--- src/rtl/pwm_ascii_formatter_pkg.sv ---
// Shared constants for the PWM duty-cycle ASCII formatter.
//   - ASCII codes for digits and line termination
//   - formatter FSM state encoding (3-bit)
//   - default width/digit-count parameters
//   - pow10 helper used for the elaboration-time capacity check
package pwm_ascii_formatter_pkg;

  localparam int DATA_WIDTH_DEF = 17;
  localparam int NUM_DIGITS_DEF = 6;

  localparam logic [7:0] ASCII_ZERO = 8'h30;
  localparam logic [7:0] ASCII_CR   = 8'h0D;
  localparam logic [7:0] ASCII_LF   = 8'h0A;

  typedef enum logic [2:0] {
    ST_IDLE       = 3'd0,
    ST_CONVERT    = 3'd1,
    ST_SEND_DIGIT = 3'd2,
    ST_SEND_CR    = 3'd3,
    ST_SEND_LF    = 3'd4
  } fmt_state_e;

  function automatic logic [63:0] pow10(input int n);
    logic [63:0] r;
    r = 64'd1;
    for (int i = 0; i < n; i++) begin
      r = r * 64'd10;
    end
    return r;
  endfunction

endpackage

--- src/rtl/pwm_ascii_formatter_bin2bcd_seq.sv ---
// Sequential binary-to-BCD converter (double dabble, one bit per cycle).
//   clk_i    : clock, rising edge
//   rst_n_i  : asynchronous active-low reset
//   start_i  : load data_i and clear the BCD register
//   data_i   : binary value to convert
//   done_o   : one-cycle pulse, bcd_o is final from this cycle on
//   bcd_o    : NUM_DIGITS_P packed BCD nibbles, digit 0 in the low nibble
// bcd_o stays stable after done_o until the next start_i.
module pwm_ascii_formatter_bin2bcd_seq
  import pwm_ascii_formatter_pkg::*;
#(
  parameter int DATA_WIDTH_P = DATA_WIDTH_DEF,
  parameter int NUM_DIGITS_P = NUM_DIGITS_DEF
) (
  input  logic                      clk_i,
  input  logic                      rst_n_i,
  input  logic                      start_i,
  input  logic [DATA_WIDTH_P-1:0]   data_i,
  output logic                      done_o,
  output logic [NUM_DIGITS_P*4-1:0] bcd_o
);

  localparam int BCD_W = NUM_DIGITS_P * 4;
  localparam int CNT_W = $clog2(DATA_WIDTH_P + 1);

  logic [DATA_WIDTH_P-1:0] shift_q, shift_d;
  logic [BCD_W-1:0]        bcd_q, bcd_d;
  logic [CNT_W-1:0]        cnt_q, cnt_d;
  logic                    run_q, run_d;
  logic                    done_q, done_d;
  logic [BCD_W-1:0]        adj;

  always_comb begin
    shift_d = shift_q;
    bcd_d   = bcd_q;
    cnt_d   = cnt_q;
    run_d   = run_q;
    done_d  = 1'b0;
    adj     = bcd_q;
    for (int i = 0; i < NUM_DIGITS_P; i++) begin
      if (bcd_q[i*4 +: 4] >= 4'd5) begin
        adj[i*4 +: 4] = bcd_q[i*4 +: 4] + 4'd3;
      end
    end
    if (start_i) begin
      shift_d = data_i;
      bcd_d   = '0;
      cnt_d   = CNT_W'(DATA_WIDTH_P);
      run_d   = 1'b1;
    end else if (run_q) begin
      // Adjust first, then shift the combined {bcd, shift} left by one.
      {bcd_d, shift_d} = {adj[BCD_W-2:0], shift_q, 1'b0};
      cnt_d = cnt_q - CNT_W'(1);
      if (cnt_q == CNT_W'(1)) begin
        run_d  = 1'b0;
        done_d = 1'b1;
      end
    end
  end

  always_ff @(posedge clk_i or negedge rst_n_i) begin
    if (!rst_n_i) begin
      shift_q <= '0;
      bcd_q   <= '0;
      cnt_q   <= '0;
      run_q   <= 1'b0;
      done_q  <= 1'b0;
    end else begin
      shift_q <= shift_d;
      bcd_q   <= bcd_d;
      cnt_q   <= cnt_d;
      run_q   <= run_d;
      done_q  <= done_d;
    end
  end

  assign done_o = done_q;
  assign bcd_o  = bcd_q;

endmodule

--- src/rtl/pwm_ascii_formatter.sv ---
// Formats each duty-cycle count as a decimal ASCII line ("<digits>\r\n")
// and streams it one byte at a time over a valid/ready handshake.
//   Clk_i        : system clock, rising edge
//   Reset_i      : asynchronous active-low reset
//   Enable_i     : one-cycle strobe, Data_i valid
//   Data_i       : duty-cycle count
//   Byte_ready_i : downstream accepts a byte this cycle
//   Byte_o       : ASCII byte (held when Byte_valid_o is low)
//   Byte_valid_o : Byte_o holds a byte to transfer
//   Busy_o       : conversion or line transmission in progress
//   Overrun_o    : sticky, a strobe arrived while busy and was dropped
//
// state         | meaning
// ST_IDLE       | waiting for Enable_i
// ST_CONVERT    | double dabble running; first digit presented when done
// ST_SEND_DIGIT | presenting digit nibble[idx], idx counts down to 0
// ST_SEND_CR    | presenting carriage return
// ST_SEND_LF    | presenting line feed; its transfer ends the line
module pwm_ascii_formatter
  import pwm_ascii_formatter_pkg::*;
#(
  parameter int DATA_WIDTH_P     = DATA_WIDTH_DEF,
  parameter int NUM_DIGITS_P     = NUM_DIGITS_DEF,
  parameter int SUPPRESS_ZEROS_P = 1
) (
  input  logic                    Clk_i,
  input  logic                    Reset_i,
  input  logic                    Enable_i,
  input  logic [DATA_WIDTH_P-1:0] Data_i,
  input  logic                    Byte_ready_i,
  output logic [7:0]              Byte_o,
  output logic                    Byte_valid_o,
  output logic                    Busy_o,
  output logic                    Overrun_o
);

  localparam int          IDX_W   = (NUM_DIGITS_P > 1) ? $clog2(NUM_DIGITS_P) : 1;
  localparam int          BCD_W   = NUM_DIGITS_P * 4;
  localparam logic [63:0] MAX_BIN = (64'd1 << DATA_WIDTH_P) - 64'd1;
  localparam logic [63:0] MAX_DEC = pow10(NUM_DIGITS_P) - 64'd1;

  if (MAX_BIN > MAX_DEC) begin : g_bad_digit_capacity
    $error("pwm_ascii_formatter: NUM_DIGITS_P too small for DATA_WIDTH_P");
  end

  fmt_state_e       state_q, state_d;
  logic [IDX_W-1:0] idx_q, idx_d;
  logic [7:0]       byte_q, byte_d;
  logic             valid_q, valid_d;
  logic             busy_q, busy_d;
  logic             overrun_q, overrun_d;

  logic             start;
  logic             xfer;
  logic             conv_done;
  logic [BCD_W-1:0] bcd;
  logic [IDX_W-1:0] first_idx;
  logic [IDX_W-1:0] sel_idx;
  logic [3:0]       sel_nib;

  pwm_ascii_formatter_bin2bcd_seq #(
    .DATA_WIDTH_P (DATA_WIDTH_P),
    .NUM_DIGITS_P (NUM_DIGITS_P)
  ) u_bin2bcd_seq (
    .clk_i   (Clk_i),
    .rst_n_i (Reset_i),
    .start_i (start),
    .data_i  (Data_i),
    .done_o  (conv_done),
    .bcd_o   (bcd)
  );

  always_comb begin
    state_d   = state_q;
    idx_d     = idx_q;
    byte_d    = byte_q;
    valid_d   = valid_q;
    busy_d    = busy_q;
    overrun_d = overrun_q;
    start     = 1'b0;
    xfer      = valid_q & Byte_ready_i;

    // Most-significant nonzero digit; digit 0 is always printed.
    first_idx = '0;
    for (int i = 0; i < NUM_DIGITS_P; i++) begin
      if (bcd[i*4 +: 4] != 4'd0) begin
        first_idx = IDX_W'(i);
      end
    end
    if (SUPPRESS_ZEROS_P == 0) begin
      first_idx = IDX_W'(NUM_DIGITS_P - 1);
    end

    // Digit to load next: the first one out of CONVERT, otherwise the next lower.
    sel_idx = (state_q == ST_CONVERT) ? first_idx : (idx_q - IDX_W'(1));
    sel_nib = '0;
    for (int i = 0; i < NUM_DIGITS_P; i++) begin
      if (sel_idx == IDX_W'(i)) begin
        sel_nib = bcd[i*4 +: 4];
      end
    end

    if (Enable_i && busy_q) begin
      overrun_d = 1'b1;
    end

    case (state_q)
      ST_IDLE: begin
        if (Enable_i) begin
          start   = 1'b1;
          busy_d  = 1'b1;
          state_d = ST_CONVERT;
        end
      end
      ST_CONVERT: begin
        if (conv_done) begin
          idx_d   = first_idx;
          byte_d  = ASCII_ZERO + {4'h0, sel_nib};
          valid_d = 1'b1;
          state_d = ST_SEND_DIGIT;
        end
      end
      ST_SEND_DIGIT: begin
        if (xfer) begin
          if (idx_q == '0) begin
            byte_d  = ASCII_CR;
            state_d = ST_SEND_CR;
          end else begin
            idx_d  = idx_q - IDX_W'(1);
            byte_d = ASCII_ZERO + {4'h0, sel_nib};
          end
        end
      end
      ST_SEND_CR: begin
        if (xfer) begin
          byte_d  = ASCII_LF;
          state_d = ST_SEND_LF;
        end
      end
      ST_SEND_LF: begin
        if (xfer) begin
          valid_d = 1'b0;
          busy_d  = 1'b0;
          state_d = ST_IDLE;
        end
      end
      default: begin
        valid_d = 1'b0;
        busy_d  = 1'b0;
        state_d = ST_IDLE;
      end
    endcase
  end

  always_ff @(posedge Clk_i or negedge Reset_i) begin
    if (!Reset_i) begin
      state_q   <= ST_IDLE;
      idx_q     <= '0;
      byte_q    <= 8'h00;
      valid_q   <= 1'b0;
      busy_q    <= 1'b0;
      overrun_q <= 1'b0;
    end else begin
      state_q   <= state_d;
      idx_q     <= idx_d;
      byte_q    <= byte_d;
      valid_q   <= valid_d;
      busy_q    <= busy_d;
      overrun_q <= overrun_d;
    end
  end

  assign Byte_o       = byte_q;
  assign Byte_valid_o = valid_q;
  assign Busy_o       = busy_q;
  assign Overrun_o    = overrun_q;

endmodule

--- config.mk ---
export PLATFORM = sky130hd
export DESIGN_NAME = pwm_ascii_formatter
export DESIGN_NICKNAME = d
export VERILOG_FILES = /design/src/rtl/pwm_ascii_formatter_pkg.sv /design/src/rtl/pwm_ascii_formatter_bin2bcd_seq.sv /design/src/rtl/pwm_ascii_formatter.sv
export SDC_FILE = /design/constraint.sdc
export NUM_CORES = 1
export LEC_CHECK = 0
export CAP_MARGIN = 20
export CORE_ASPECT_RATIO = 2
export CORE_MARGIN = 4
export CORE_UTILIZATION = 63
export CTS_BUF_LIST = sky130_fd_sc_hd__clkbuf_16
export DETAILED_ROUTE_END_ITERATION = 16
export GPL_TIMING_DRIVEN = 0
export PLACE_DENSITY = 0.86
export RECOVER_POWER = 50
export SYNTH_ARGS = -nofsm -noshare
export SYNTH_HDL_FRONTEND = slang
export SYNTH_HIERARCHICAL = 1
export SYNTH_SLANG_ARGS = --single-unit
--- constraint.sdc ---
create_clock -name Clk_i -period 3.5 [get_ports Clk_i]
set_input_delay 0.35 -clock Clk_i [delete_from_list [all_inputs] [get_ports Clk_i]]
set_output_delay 0.35 -clock Clk_i [all_outputs]
set_load 0.03 [all_outputs]
==> flow_metrics.tcl, run 1 <==
set metrics [dict create \
    synth_most_common_cell "dfrtp_1" \
    cts_hold_buffers 0 \
    internal-power_mw 2.106 \
    fin_worst_skew_ns 0.007239 \
    min_path_cells 1 \
    ys_top_cells_by_area "dfrtp_1 40%, mux2i_1 6.5%, ha_1 5.2%" \
    clkTransAtPathRegs_ns 0.05 \
    diodes 0 \
    grt_max_degree 39 \
    max-cap-violations 1 \
    synthMuxAreaShare_pct 6.456 \
    cellLeakagePower_nw 1.904 \
    violations "capacitance limit, slew limit" \
    dp_slack_ns 0.8701 \
    die_w_um 63.47 \
    dp_hpwl_um 7064 \
    utilization_pct 75.08 \
    ys_types 63 \
    cts_buffers 9 \
    power.switching_mw 1.538 \
    io-pin-count 32 \
    worst_pin_slew_ns 2.106 \
    fmax_ghz 0.3785 \
    hold_start "Overrun_o" \
    cts-htree-levels 3 \
    hold_class "flop to flop" \
    antenna_found_initial 0 \
    synth_xor_area_share_pct 2.034 \
    synth_top_area_share_pct 40.03 \
    crit_fanout 10 \
    timing.setup.tns_ns 0 \
    setup_viol 0 \
    regToRegStartpoint "u_bin2bcd_seq/bcd_o[20]" \
    r2r_cells 7 \
    fp.coreArea_mm2 0.006006 \
    synth_fa_ha_area_share_pct 5.165 \
    async_flop_share_pct 100.0 \
    grt_use_total_pct 27.36 \
    finalPower_mw 3.644 \
    worstSkewPairLatency_ns 0.33 \
    cts_resized 0 \
    synth_top_family_by_area "compound AO/OA/AOI/OAI gates" \
    gp_congestion 0.9742 \
    p_sw_share_pct 42.21 \
    root_buffer "clkbuf_16" \
    final_layout_size_suffix_gt1_share_pct 9.307 \
    ant_nets 0 \
    synth_top_area_cell "dfrtp_1" \
    via_per_inst 6.446 \
    fp.dieH_um 118.9 \
    power_density_mw_per_mm2 808.2 \
    grt-ovfl-total 0 \
    p_clk_share_pct 20.5 \
    ys.warnings.count 6 \
    final-max-slew-violation-count 38 \
    rsz0062_at_grt "false" \
    nets 496 \
    seq_power_share_pct 33.1 \
    yosysSeqAreaShare_pct 40.03 \
    hold_violations 0 \
    min_to "Overrun_o" \
    ir_drop_mv 0.4464 \
    finalCritPeriodShare_pct 75.48 \
    first_iter_violations 207 \
    slew_headroom_pct -40.43 \
    setup_ws_ns 0.8582 \
    crit_path_end_kind "flop" \
    post-route-drc-count 0 \
    r2r_setup_slack_ns 0.86 \
    ys_ff_latch 62 \
    worstPathArrival_ns 2.85 \
    die-area_mm2 0.007548 \
    synth_compound_area_share_pct 20.27 \
    run_status "complete, but fails checks" \
    clock_sinks 62 \
    vias 3384 \
    path_class "flop to flop" \
    wl_per_cell_um 18.36 \
    row_count 40 \
    syn_area_mm2 0.003876 \
    synth-simple-area-share_pct 19.11 \
    cp.required_ns 3.71 \
    cts_tree "done" \
    grt_pass1_wl_um 16080 \
    synthFlopType "dfrtp_1" \
    syn_avg_cell_area_um2 9.295 \
    cts_buffer_depth 2 \
    synth_commonest_cells "62 x dfrtp_1, 43 x nand2_1, 39 x o21ai_0, 25 x inv_1, 25 x mux2i_1" \
    crit_path_start_kind "flop" \
    grt_pass1_vias 3432 \
    first_pass_iters 5 \
    layout_min_cycle_time_ns 2.642 \
    cts_setup_buffers 0 \
    syn_inst 417 \
    p_comb_share_pct 46.4 \
    port_buffers 29 \
    reg2reg_to "Byte_o[1]" \
    initial_core_util_pct 64.54 \
    routed_wl_um 9639 \
    synth_edf_count 0 \
    synthToLayoutAreaGrowth_pct 16.33 \
]
## layout make-up
type                       instances  area [um2]
fill                             456        1496
timing repair buffer              30       304.0
tap                               63       78.83
clock inverter                     5       21.27
clock buffer                       9       225.2
multi-input combinational        307        2063
inverter                          26       97.59
sequential                        62        1551
buffer                            23       167.7
## how the worst max path moves through the flow
stage | from | depth (start not counted) | slack [ns] | end
CTS | u_bin2bcd_seq/bcd_o[20] | 7 | 0.87 | Byte_o[1]
detailed placement | u_bin2bcd_seq/bcd_o[20] | 7 | 0.87 | Byte_o[1]
global placement | Reset_i | 1 | 0.09 | u_bin2bcd_seq/shift_q[15]
global route | u_bin2bcd_seq/bcd_o[20] | 7 | 0.65 | Byte_o[1]
floorplan | u_bin2bcd_seq/bcd_o[13] | 7 | 1.26 | Byte_o[1]
finish | u_bin2bcd_seq/bcd_o[20] | 7 | 0.86 | Byte_o[1]
## cell usage in the layout, fill, tap and decap left out, types with 4 or more instances in the layout
cell,Yosys,layout
a21oi_1,17,17
nor2_1,18,18
ha_1,16,16
a31oi_1,6,6
mux2i_1,25,25
buf_6,5,5
buf_4,7,7
clkbuf_1,5,6
a21o_1,6,6
o21ai_0,39,39
nor3_1,8,8
a22oi_1,6,6
dfrtp_1,62,62
inv_1,25,27
nand3_1,19,19
xor2_1,5,5
xnor2_1,4,4
o31ai_1,6,6
buf_2,5,5
nand2_1,43,43
o32ai_1,5,5
nand2b_1,15,15
o311ai_0,4,4
or3_1,4,4
clkbuf_16,0,9
clkdlybuf4s50_1,0,27
## layer usage
| layer | share of wire [%] | routed length, um | GRT usage (%) | vias up |
|---|---|---|---|---|
| li1 | - | - | - | 1587 |
| met1 | 35 | 3329 | 26.77 | 1607 |
| met4 | 5.4 | 519 | 20.70 | 0 |
| met2 | 55 | 5311 | 49.64 | 144 |
| met3 | 5.0 | 479 | 4.340 | 46 |
| met5 | 0 | 0 | 0 | - |
## kinds of logic after synthesis
kind of cell             count (synthesis)
AND/OR/NAND/NOR                        139
AO/OA/AOI/OAI                          116
flip-flops                              62
buffers and inverters                   49
multiplexers                            25
adder cells (fa/ha/maj)                 16
XOR/XNOR                                 9
other                                    1
## power groups by stage
stage	clock [mW]	combinational [mW]	sequential (mW)
6_report	0.749	1.69	1.21
5_1_grt	0.796	1.84	1.24
4_1_cts	0.761	1.66	1.20
3_5_place_dp	0	1.64	1.21
3_3_place_gp	0	1.59	1.20
2_1_floorplan	0	1.29	1.12
## critical path, cell delays in order (launching register included)
cell	delay [ns]
dfrtp_1	0.44
nor4_2	0.71
nand2_1	0.19
a32oi_4	0.33
buf_6	0.21
mux2i_1	0.24
nor3_1	0.08
o32a_1	0.31
## registers in the layout (all words and copies together), names as in the netlist, 3 cells and up
signal                 cells
idx_q                      3
u_bin2bcd_seq/cnt_q        5
Byte_o                     5
u_bin2bcd_seq/bcd_o       24
state_q                    3
u_bin2bcd_seq/shift_q     17
## stage by stage
step | instance area [um2] | instances | hold slack, ns
2_1_floorplan | 3880 | 418 | 0.05441
3_3_place_gp | 4249 | 510 | 0.4370
3_5_place_dp | 4264 | 511 | 0.4511
4_1_cts | 4511 | 525 | 0.1710
5_1_grt | 4509 | 525 | 0.4832
6_report | 4509 | 525 | 0.4568
(Power assumes the default switching activity.)
==> run 2: changes to the inputs <==
--- a/config.mk
+++ b/config.mk
@@ -8,11 +8,11 @@
 export CAP_MARGIN = 20
 export CORE_ASPECT_RATIO = 2
 export CORE_MARGIN = 4
-export CORE_UTILIZATION = 63
+export CORE_UTILIZATION = 53
 export CTS_BUF_LIST = sky130_fd_sc_hd__clkbuf_16
 export DETAILED_ROUTE_END_ITERATION = 16
 export GPL_TIMING_DRIVEN = 0
-export PLACE_DENSITY = 0.86
+export PLACE_DENSITY = 0.77
 export RECOVER_POWER = 50
 export SYNTH_ARGS = -nofsm -noshare
 export SYNTH_HDL_FRONTEND = slang
==> constraint.sdc (replaced) <==
create_clock -name Clk_i -period 2.35 [get_ports Clk_i]
set_input_delay 0.235 -clock Clk_i [delete_from_list [all_inputs] [get_ports Clk_i]]
set_output_delay 0.235 -clock Clk_i [all_outputs]
set_load 0.03 [all_outputs]
==> run 2 against run 1 <==
The run ends with capacitance limit, slew limit, setup timing left. Combinational power up 61%. Worst setup slack worse by 0.91 ns. First-iteration DRC count up 16%. Power up 56%. Flip-flop and latch count unchanged. Routed wire length up 2.9%. Sequential power up 51%. Cell count up 6.7%. Hold slack worse by 0.18 ns.
==> flow_metrics.tcl, run 2 (same netlist as run 1, synthesis figures left out) <==
set metrics [dict create \
    hold-worst-slack_ns 0.2766 \
    finalCritPeriodShare_pct 102.4 \
    p_sw_share_pct 42.15 \
    worstSkewPairLatency_ns 0.33 \
    gp_congestion 0.8910 \
    clock_sinks 62 \
    final_layout_size_suffix_gt1_share_pct 13.19 \
    register_area_mm2 0.001554 \
    ant_nets 0 \
    setup_viol 1 \
    grt_max_degree 63 \
    p_clk_share_pct 20.0 \
    vias 3404 \
    setup_ws_ns -0.05559 \
    seq_power_share_pct 32.2 \
    timing.setup.tns_ns -0.05559 \
    cts_buffer_depth 2 \
    initial_core_util_pct 55.00 \
    first_iter_violations 240 \
    layout_common_cells "60 x dfrtp_1, 43 x nand2_1, 38 x o21ai_0" \
    first_pass_iters 5 \
    p_comb_share_pct 47.8 \
    dp_hpwl_um 7140 \
    die-area_mm2 0.008829 \
    cts-htree-levels 3 \
    fp.coreArea_mm2 0.007048 \
    post-route-drc-count 0 \
    crit_fanout 7 \
    finalPower_mw 5.694 \
    power_density_mw_per_mm2 1219 \
    fmax_ghz 0.4157 \
    worstPathArrival_ns 2.61 \
    fill_cells 616 \
    grt-ovfl-total 0 \
    largest_reg_flops 24 \
    crit_path_end_kind "flop" \
    worst_pin_slew_ns 1.563 \
    layout_min_cycle_time_ns 2.406 \
    nets 503 \
    root_buffer "clkbuf_16" \
    hold_class "input port to async pin" \
    io-pin-count 32 \
    violations "capacitance limit, slew limit, setup timing" \
    crit_path_start_kind "flop" \
    port_buffers 29 \
    wl_per_cell_um 17.72 \
    via_per_inst 6.079 \
    cts_hold_buffers 0 \
    clkTransAtPathRegs_ns 0.05 \
    path_class "flop to flop" \
    grt_pass1_vias 3523 \
    synthToLayoutAreaGrowth_pct 20.50 \
    multi_input_area_mm2 0.002133 \
    cellLeakagePower_nw 1.955 \
    rsz0062_at_grt "true" \
    slew_headroom_pct -4.189 \
    final_common_cell "dfrtp_1" \
    fp.dieH_um 128.9 \
    hold_violations 0 \
    cts_tree "done" \
    diodes 0 \
    final-max-slew-violation-count 63 \
    routed_wl_um 9923 \
    max-cap-violations 1 \
    ir_drop_mv 0.6905 \
    grt_pass1_wl_um 16150 \
    internal-power_mw 3.294 \
    antenna_found_initial 0 \
    power.switching_mw 2.400 \
    grt_use_total_pct 24.61 \
    die_w_um 68.47 \
    fin_worst_skew_ns 0.007492 \
    cts_buffers 9 \
    run_status "complete, but fails checks" \
    row_count 43 \
    cp.required_ns 2.55 \
]
run 2: cell count changes in the layout (fill, tap and decap cells not counted), moves of 2 or more:
cell,delta
buf_4,+9
mux2i_1,-2
nor4_4,+2
dfrtp_1,-2
dfrtp_2,+2
clkbuf_1,-3
run 2: worst max-delay path, stage by stage (launching register included):
cell	delay, ns
dfrtp_1	0.42
or4_4	0.56
o21bai_4	0.21
a32oi_4	0.28
buf_6	0.19
mux2i_1	0.23
nor3_1	0.07
o32a_1	0.31
run 2: per-layer routing:
layer / track usage [%] / part of all wire, %
met1: 23.24 / 36
met2: 44.51 / 56
met4: 16.88 / 4.3
met3: 5.066 / 3.8
met5: 0 / 0
run 2: power by group through the flow:
stage	Combinational [mW]	Sequential, mW	Clock [mW]
6_report	2.72	1.83	1.14
5_1_grt	2.97	1.88	1.21
4_1_cts	2.51	1.81	1.15
3_5_place_dp	2.44	1.81	0
3_3_place_gp	2.37	1.79	0
2_1_floorplan	1.91	1.67	0
run 2: area by class of cell:
type | count | share of cell area [%]
Multi-Input combinational cell | 307 | 45.67
Inverter | 26 | 2.089
Buffer | 21 | 3.429
Tap cell | 90 | 2.411
Timing Repair Buffer | 39 | 7.795
Clock inverter | 6 | 0.5090
Clock buffer | 9 | 4.822
Sequential cell | 62 | 33.27
run 2: path summary, 6_finish.rpt:
path	start	to	slack, ns	cells after the start
setup / recovery	u_bin2bcd_seq/bcd_o[13]	Byte_o[1]	-0.06	7
hold / removal	Reset_i	state_q[2]	0.28	1
setup reg to reg	u_bin2bcd_seq/bcd_o[13]	Byte_o[1]	-0.06	7
hold reg to reg	Overrun_o	Overrun_o	0.46	1
max in group asynchronous	Reset_i	u_bin2bcd_seq/bcd_o[11]	1.00	1
min in group Clk_i	Overrun_o	Overrun_o	0.46	1
run 2: timing repair:
| item | in CTS | in global routing |
|---|---|---|
| hold endpoints to repair | 0 | 0 |
| endpoints found under the setup margin | 14 | 15 |
| resized for setup | 4 | 13 |
| buffers inserted | 2 | 8 |
| gates cloned | 0 | 0 |
| pin swaps | 1 | 2 |
run 2: through the flow:
stage               setup slack [ns]  instances  util, %  cell area, um2
global placement              -1.013        537    60.77            4283
floorplan                     0.1142        418        -            3880
detailed placement           -0.3070        537    60.73            4280
global route                 -0.1238        560    66.27            4671
finish                      -0.05559        560    66.27            4671
CTS                         -0.05412        554    64.89            4573
==> variant, RTL diff (flow settings as in run 2) <==
Set the package constant `DATA_WIDTH_DEF` to 19 (it was 17).
--- a/src/rtl/pwm_ascii_formatter_pkg.sv
+++ b/src/rtl/pwm_ascii_formatter_pkg.sv
@@ -5,7 +5,7 @@
 //   - pow10 helper used for the elaboration-time capacity check
 package pwm_ascii_formatter_pkg;
 
-  localparam int DATA_WIDTH_DEF = 17;
+  localparam int DATA_WIDTH_DEF = 19;
   localparam int NUM_DIGITS_DEF = 6;
 
   localparam logic [7:0] ASCII_ZERO = 8'h30;
Interface: changed (resized Data_i); port bits go from 32 to 34. The function was not compared with the original's and may differ.
==> variant against run 2 <==
  * The flow still finishes with violations (capacitance limit, slew limit, setup timing)
  * Power increased by 4.8%
  * Design area increased by 3.8%
  * Routed wire length increased by 3.4%
  * Utilization increased by 0.43 points
  * Die area increased by 1.4%
  * Clock skew increased by 0.79 ps
  * Worst setup slack improved by 45 ps
  * Synthesized area increased by 1.5%
  * Sequential share of layout area decreased by 0.15 points
  * Sequential cell count increased by 2
  * First-iteration DRC count decreased by 7.9%
  * Critical endpoint is now Byte_o[0]
  * Largest power group unchanged
  * Highest routed layer unchanged
==> variant: results (changes against run 2) <==
| Metric | Value |
|---|---|
| Layout cells sized above 1 | `0.146 (was 0.132)` |
| Max-slew violation count | `65 (was 63)` |
| Met2 wire length | `5.60 mm (was 5.54 mm)` |
| Number of fill cells | `608 (was 616)` |
| M2 GR Usage | `0.438 (was 0.445)` |
| Sequential-to-total area share from yosys stat | `0.407 (was 0.400)` |
| Buffers on Ports | `31 (was 29)` |
| Placed inst area | `4360 µm² (was 4280 µm²)` |
| Maximum fanout along the worst path | `5 (was 7)` |
| Area contributors post-synth | `dfrtp_1 41%, mux2i_1 6.9%, ha_1 5.1% (was dfrtp_1 40%, mux2i_1 6.5%, ha_1 5.2%)` |
| Largest net degree at the start of global routing | `65 (was 63)` |
| Logic inverters | `25 (was 26)` |
| Place WS | `-451 ps (was -307 ps)` |
| First-pass GRT wire length | `16.2 mm (was 16.1 mm)` |
| Die Footprint | `8950 µm² (was 8830 µm²)` |
| Synthesis-to-finish area growth | `23.1% (was 20.5%)` |
| Final Setup Violations | `1 (unchanged)` |
| Met1 usage | `0.232 (about the same)` |
| Commonest cells in the netlist | `64 x dfrtp_1, 45 x nand2_1, 39 x o21ai_0 (was 62 x dfrtp_1, 43 x nand2_1, 39 x o21ai_0)` |
| Total of max-cap violations | `1 (unchanged)` |
| HPWL after DPL | `7.25 mm (was 7.14 mm)` |
| Netlist cell types | `64 (was 63)` |
| Seq group | `1.87 mW (was 1.83 mW)` |
| Worst-Margin Slew | `1630 ps (was 1560 ps)` |
| Clk. pwr | `1.26 mW (was 1.14 mW)` |
| Status | `complete, but fails checks (unchanged)` |
| TNS Setup | `-10.6 ps (was -55.6 ps)` |
| Post-synth top area share | `0.407 (was 0.400)` |
| Pint | `3.51 mW (was 3.29 mW)` |
| Layout non-clock buf frac | `0.118 (was 0.112)` |
| Slack of the critical path | `-10.6 ps (was -55.6 ps)` |
| Crit-path max cell delay | `540 ps (was 560 ps)` |
| Average wire per standard cell | `17.7 µm (about the same)` |
| DRT met1 WL | `3.59 mm (was 3.58 mm)` |
| Inst Count DP | `547 (was 537)` |
| Synth Area in Compound Gates | `0.200 (was 0.203)` |
| Worst r2r dst | `Byte_o[0] (was Byte_o[1])` |
| Synth Register Bits | `64 (was 62)` |
| Met3 WL | `392 µm (was 376 µm)` |
| Failing checks | `capacitance limit, slew limit, setup timing (unchanged)` |
| Critical R2R Launch | `u_bin2bcd_seq/bcd_o[12] (was u_bin2bcd_seq/bcd_o[13])` |
| Vias | `3498 (was 3404)` |
| Met3 Track Usage GR | `0.0577 (was 0.0507)` |
| Gpl congestion | `0.943 (was 0.891)` |
| Cell count after synthesis | `423 (was 417)` |
| GRT Total Usage | `0.247 (was 0.246)` |
| Hold Slack | `312 ps (was 277 ps)` |
| Layout clock area frac | `0.0576 (was 0.0533)` |
[variant: cell types whose count changed after synthesis, moves of 3 or more]
cell / run 2 / this run
buf_2: 5 / 8
o311ai_0: 4 / 1
o311ai_1: 1 / 5
or2_0: 0 / 3
[variant: repair_timing]
action	CTS	global route
gates resized for setup	9	8
buffers inserted	5	12
pin swaps	2	5
setup endpoints to repair	52	20
hold buffers	0	0
gates cloned	0	0
[variant: worst max-delay path by stage]
stage | startpoint | end | slack, ps
after floorplan | u_bin2bcd_seq/bcd_o[12] | Byte_o[1] | 100
after global placement | Reset_i | u_bin2bcd_seq/shift_q[15] | -1090
after detailed placement | Enable_i | u_bin2bcd_seq/shift_q[1] | -450
after CTS | state_q[2] | Byte_o[1] | 7
after global routing | u_bin2bcd_seq/bcd_o[12] | Byte_o[1] | -80
final | u_bin2bcd_seq/bcd_o[12] | Byte_o[0] | -10
